--- src/rtl/ascii_to_bcd_3.sv ---
// ascii_to_bcd_3: turns a keypad/UART character stream into a 3-digit BCD
// value (hundreds 0-3, tens, ones). Supports backspace editing, accepts CR or
// LF as the commit character, and flags malformed entries with a one-cycle
// error pulse.
module ascii_to_bcd_3 #(
  parameter logic [7:0] TERM_CHAR = 8'h0D,
  parameter logic [7:0] BS_CHAR   = 8'h08
) (
  input  logic       clk,
  input  logic       rst_n,
  input  logic [7:0] char_in,
  input  logic       char_valid,
  output logic       char_ready,
  output logic [9:0] bcd_out,
  output logic       bcd_valid,
  input  logic       bcd_ready,
  output logic       error,
  output logic [1:0] digit_count
);

  typedef enum logic [1:0] {
    COLLECT = 2'd0,
    DISCARD = 2'd1,
    EMIT    = 2'd2
  } state_t;

  state_t     state_q, state_d;
  logic [3:0] h_q, h_d;
  logic [3:0] t_q, t_d;
  logic [3:0] o_q, o_d;
  logic [1:0] cnt_q, cnt_d;
  logic [9:0] bcd_q, bcd_d;
  logic       err_q, err_d;

  logic       is_digit;
  logic       is_term;
  logic       is_bs;
  logic       is_space;

  // Character classification of the current input byte.
  always_comb begin
    is_digit = (char_in >= 8'h30) && (char_in <= 8'h39);
    is_term  = (char_in == TERM_CHAR) || (char_in == 8'h0A);
    is_bs    = (char_in == BS_CHAR);
    is_space = (char_in == 8'h20);
  end

  // Next-state and datapath decode; the block only stalls input while a
  // committed value waits to be taken downstream.
  always_comb begin
    state_d = state_q;
    h_d     = h_q;
    t_d     = t_q;
    o_d     = o_q;
    cnt_d   = cnt_q;
    bcd_d   = bcd_q;
    err_d   = 1'b0;

    case (state_q)
      COLLECT: begin
        if (char_valid) begin
          if (is_digit) begin
            if (cnt_q == 2'd3) begin
              // Fourth digit: the whole entry is bad, skip to the terminator.
              err_d   = 1'b1;
              state_d = DISCARD;
            end else begin
              h_d   = t_q;
              t_d   = o_q;
              o_d   = char_in[3:0];
              cnt_d = cnt_q + 2'd1;
            end
          end else if (is_bs) begin
            if (cnt_q != 2'd0) begin
              o_d   = t_q;
              t_d   = h_q;
              h_d   = 4'd0;
              cnt_d = cnt_q - 2'd1;
            end
          end else if (is_space) begin
            // Spaces are cosmetic; nothing changes.
          end else if (is_term) begin
            if (cnt_q != 2'd0) begin
              if (h_q <= 4'd3) begin
                bcd_d   = {h_q[1:0], t_q, o_q};
                state_d = EMIT;
              end else begin
                // Value above 399 cannot be represented in two hundreds bits.
                err_d = 1'b1;
              end
              h_d   = 4'd0;
              t_d   = 4'd0;
              o_d   = 4'd0;
              cnt_d = 2'd0;
            end
          end else begin
            err_d   = 1'b1;
            state_d = DISCARD;
          end
        end
      end

      DISCARD: begin
        if (char_valid && is_term) begin
          h_d     = 4'd0;
          t_d     = 4'd0;
          o_d     = 4'd0;
          cnt_d   = 2'd0;
          state_d = COLLECT;
        end
      end

      EMIT: begin
        if (bcd_ready) begin
          state_d = COLLECT;
        end
      end

      default: begin
        state_d = COLLECT;
      end
    endcase
  end

  // State and datapath registers, cleared immediately by reset.
  always_ff @(posedge clk or negedge rst_n) begin
    if (!rst_n) begin
      state_q <= COLLECT;
      h_q     <= 4'd0;
      t_q     <= 4'd0;
      o_q     <= 4'd0;
      cnt_q   <= 2'd0;
      bcd_q   <= 10'd0;
      err_q   <= 1'b0;
    end else begin
      state_q <= state_d;
      h_q     <= h_d;
      t_q     <= t_d;
      o_q     <= o_d;
      cnt_q   <= cnt_d;
      bcd_q   <= bcd_d;
      err_q   <= err_d;
    end
  end

  assign char_ready  = (state_q != EMIT);
  assign bcd_valid   = (state_q == EMIT);
  assign bcd_out     = bcd_q;
  assign error       = err_q;
  assign digit_count = cnt_q;

endmodule

--- config.mk ---
export PLATFORM = sky130hd
export DESIGN_NAME = ascii_to_bcd_3
export DESIGN_NICKNAME = d
export VERILOG_FILES = /design/src/rtl/ascii_to_bcd_3.sv
export SDC_FILE = /design/constraint.sdc
export NUM_CORES = 1
export LEC_CHECK = 0
export CAP_MARGIN = 20
export CORE_AREA = 2 2 56 58
export CTS_CLUSTER_DIAMETER = 200
export CTS_CLUSTER_SIZE = 16
export DETAILED_ROUTE_END_ITERATION = 8
export DIE_AREA = 0 0 58 60
export HOLD_SLACK_MARGIN = 0.1
export PLACE_DENSITY = 0.74
export SETUP_SLACK_MARGIN = 0.05
export SLEW_MARGIN = 30
export SYNTH_ARGS = -nofsm -noshare
export SYNTH_HDL_FRONTEND = slang
export SYNTH_SLANG_ARGS = --single-unit
--- constraint.sdc ---
create_clock -name clk -period 2.7 [get_ports clk]
set_input_delay 0.54 -clock clk [delete_from_list [all_inputs] [get_ports clk]]
set_output_delay 0.54 -clock clk [all_outputs]
set_load 0.02 [all_outputs]
==> flow_summary.json, run 1 <==
{
  "yosys_warnings": 0,
  "synth_adder_area_share": 0.0176,
  "clk_transition_reported_paths_ps": 160,
  "detail_route.wl_per_cell_um": 14.8,
  "postSynthCellCount": 126,
  "cp.required_ps": 2920,
  "cts_resized": 0,
  "post-synth-top-area-cell": "sky130_fd_sc_hd__dfrtp_1",
  "synth_compound_gate_area_share": 0.115,
  "finalWeightedCongestion": 0.883,
  "gr-max-usage-layer": "met2",
  "grt_pass1_vias": 1086,
  "post_synthesis_to_final_layout_area_growth_pct": 29.7,
  "rows": 20,
  "critPathArrivalTime_ps": 2640,
  "ant_nets": 0,
  "layout_cells_sized_above_1": 0.248,
  "number_of_sinks_handled_by_clock_tree_synthesis": 27,
  "post_synth_instance_area_um2": 1420,
  "synth_mux_area_frac": 0.201,
  "dpl-instance-area_um2": 1810,
  "cts_buffer_depth": 2,
  "grt.met2_usage": 0.326,
  "final_cell_area_um2": 1840,
  "synth_largest_type_area_fraction": 0.476,
  "sequential_to_total_area_share_from_yosys_stat": 0.476,
  "regToRegEndpoint": "bcd_out[8]$_DFFE_PN0P_",
  "finalWorstPathRequiredPeriod_ps": 2430,
  "power_density_nw_per_um2": 437,
  "route.vias.total": 1084,
  "pin_count": 27,
  "regToRegSetupSlack_ps": 730,
  "timing.final.max_slew_violations": 0,
  "hold_fix_buffer_count_after_cts": 0,
  "detail_route.first_pass.iterations": 4,
  "timing.clock.skew_ps": 11.8,
  "synthArstFlopShare": 1.00,
  "tritoncts.num_buffers": 3,
  "clk_latency_worst_skew_pair_ps": 320,
  "rsz_0062_raised_after_global_routing": "no",
  "fin_hold_ws_ps": 524,
  "top_achievable_clock_speed_mhz": 412,
  "detail_route.drc_violations": 0,
  "cts_htree_levels": 1,
  "num-nets-final": 180,
  "synth_top_family_by_area": "multiplexers",
  "holdCritStartpoint": "bcd_out[9]$_DFFE_PN0P_",
  "mapped_nets": 140,
  "drt-initial-drc-count": 16,
  "post_synthesis_average_cell_area_um2": 11.3,
  "setup_ws_ps": 275,
  "worstHoldPathType": "flop to flop",
  "globalRouteMet3Util": 0.0238,
  "regToRegStartpoint": "digit_count[0]$_DFFE_PN0P_",
  "global_route.usage.total": 0.187,
  "post_cts.repair.setup_buffers": 0,
  "grt_antenna_before_repair": 0,
  "synth_cell_type_count": 32,
  "worst_path_fanout_max": 6,
  "ys_flop_type": "sky130_fd_sc_hd__dfrtp_1",
  "post_synth_edffs": 0,
  "yosysMostFrequentCell": "sky130_fd_sc_hd__dfrtp_1",
  "whs_path_depth": 1,
  "avgViaCountPerCell": 5.47,
  "synth_simple_gate_area_share": 0.142,
  "ctsRootBufferMaster": "sky130_fd_sc_hd__clkbuf_4",
  "xor_xnor_share_of_the_synthesized_area": 0.00617,
  "use_met1": 0.246,
  "synth-seq-cells": 27,
  "min_delay_worst_endpoint": "bcd_out[9]$_DFFE_PN0P_",
  "vdd_ir_drop_max_uv": 315,
  "port_buffers": 26,
  "worst_setup_path_start_kind": "primary input",
  "status": "completed",
  "max_slew.worst_pin.slew_ps": 436,
  "die_w_um": 58,
  "die_y_um": 60,
  "dp.final_hpwl_um": 2230,
  "largest_cells_by_area_after_synthesis": "sky130_fd_sc_hd__dfrtp_1 48%, sky130_fd_sc_hd__mux2_2 15%, sky130_fd_sc_hd__a22o_1 4.9%, sky130_fd_sc_hd__mux2i_1 4.2%, sky130_fd_sc_hd__inv_1 2.9%",
  "cts_tree": "built",
  "leakagePower_nw": 0.818,
  "worst_slew_margin_rel": 0.707,
  "finalCritPeriodShare": 0.898,
  "worst_r2r_path_depth": 6,
  "globalRoute.totalOverflow": 0,
  "finalSetupViolCount": 0,
  "fp.coreArea_um2": 2900,
  "cap_violations": 0,
  "initial_utilization": 0.489,
  "criticalPathCategory": "primary input to flop",
  "die_area_um2": 3480,
  "grt_start_max_net_pins": 28,
  "routed_wl_um": 2930,
  "worst_setup_end_kind": "flop",
  "setup_slack_after_placement_ps": -56.5,
  "grt_first_pass_wirelength_um": 5000,
  "hold_violations_final": 0,
  "synthTopCellsByCount": "27 x sky130_fd_sc_hd__dfrtp_1, 19 x sky130_fd_sc_hd__mux2_2, 11 x sky130_fd_sc_hd__inv_1",
  "num_antenna_cells": 0
}
-- worst max-delay path by stage --
stage / startpoint / to / slack [ps] / cells after the start
floorplan: char_in[2] / o_q[2]$_DFFE_PN0P_ / 400 / 6
global placement: char_in[1] / digit_count[1]$_DFFE_PN0P_ / -10 / 8
detailed placement: char_in[1] / digit_count[1]$_DFFE_PN0P_ / -60 / 8
CTS: char_in[1] / digit_count[1]$_DFFE_PN0P_ / 300 / 8
global route: char_in[4] / digit_count[1]$_DFFE_PN0P_ / 190 / 7
finish: char_in[4] / digit_count[1]$_DFFE_PN0P_ / 270 / 7
-- cell families (layout without fill, tap and decap cells) --
kind of cell             Yosys count  after routing
multiplexers                      26             26
AO/OA/AOI/OAI                     20             20
XOR/XNOR                           1              1
flip-flops                        27             27
buffers and inverters             15             54
AND/OR/NAND/NOR                   35             35
adder cells (fa/ha/maj)            2              2
-- critical path, stage by stage --
cell and delay [ps]:
sky130_fd_sc_hd__clkdlybuf4s50_1 420, sky130_fd_sc_hd__or3_1 480, sky130_fd_sc_hd__nor4_1 430, sky130_fd_sc_hd__a2bb2oi_1 230, sky130_fd_sc_hd__a211oi_2 60, sky130_fd_sc_hd__buf_4 170, sky130_fd_sc_hd__mux2_1 310
-- layout by cell type (no fill, tap or decap) --
cell                              count
sky130_fd_sc_hd__a2bb2oi_1            2
sky130_fd_sc_hd__nand2b_1             2
sky130_fd_sc_hd__clkinvlp_4           1
sky130_fd_sc_hd__or3_1                4
sky130_fd_sc_hd__buf_4               12
sky130_fd_sc_hd__o21ai_1              1
sky130_fd_sc_hd__clkdlybuf4s50_1     26
sky130_fd_sc_hd__o21ai_0              2
sky130_fd_sc_hd__mux2_2              19
sky130_fd_sc_hd__nand2_1              8
sky130_fd_sc_hd__a22oi_1              1
sky130_fd_sc_hd__a22o_1               8
sky130_fd_sc_hd__ha_1                 2
sky130_fd_sc_hd__nor4_1               1
sky130_fd_sc_hd__nand3b_1             1
sky130_fd_sc_hd__nand4_2              1
sky130_fd_sc_hd__nand4b_1             1
sky130_fd_sc_hd__nor3_1               4
sky130_fd_sc_hd__a21oi_1              2
sky130_fd_sc_hd__nand2_2              1
sky130_fd_sc_hd__mux2i_1              6
sky130_fd_sc_hd__a211oi_2             2
sky130_fd_sc_hd__clkbuf_4             3
sky130_fd_sc_hd__or3b_1               1
sky130_fd_sc_hd__o211ai_1             1
sky130_fd_sc_hd__nor2_1               9
sky130_fd_sc_hd__inv_1               11
sky130_fd_sc_hd__mux2_1               1
sky130_fd_sc_hd__nor4b_1              1
sky130_fd_sc_hd__buf_12               1
sky130_fd_sc_hd__nor4_4               1
sky130_fd_sc_hd__xnor2_1              1
sky130_fd_sc_hd__a311o_1              1
sky130_fd_sc_hd__dfrtp_1             27
-- state kept, by name (all words and copies together), names as in the netlist --
| name | cells |
|---|---|
| o_q | 4 |
| state_q | 2 |
| digit_count | 2 |
| h_q | 4 |
| t_q | 4 |
| error | 1 |
| bcd_out | 10 |
-- metrics by stage --
stage	instances	utilization	TNS, ps	power [mW]
2_1_floorplan	126	-	0	0.559
3_3_place_gp	194	0.624	-58.9	0.627
3_5_place_dp	194	0.624	-264	0.635
4_1_cts	198	0.634	0	0.813
5_1_grt	198	0.634	0	0.847
6_report	198	0.634	0	0.805
-- metal layers --
| layer | routed length, um | part of all wire |
|---|---|---|
| met1 | 1360 | 0.46 |
| met2 | 1480 | 0.50 |
| met3 | 80 | 0.027 |
| met4 | 16 | 0.0055 |
| met5 | 0 | 0 |
-- report_power, final --
part	switching, mW	internal (mW)
clock network	0.123	0.0565
registers	0.0280	0.429
logic	0.0897	0.0793
total	0.241	0.564
-- final cells by class --
class	instances	area (um2)
fillers	248	1060
multi-input cells	84	683
flip-flops and latches	27	676
repair buffers	39	370
inverters	11	41.3
well taps	33	41.3
clock buffers	3	22.5
clock inverters	1	7.51
Note: power is estimated with default switching activity, not from simulation.
==> run 2, diff against run 1 <==
Settings changed: TNS_END_PERCENT set to 50.
==> results of run 2 <==
Final layout, timing and power as in run 1 (identical DEF).
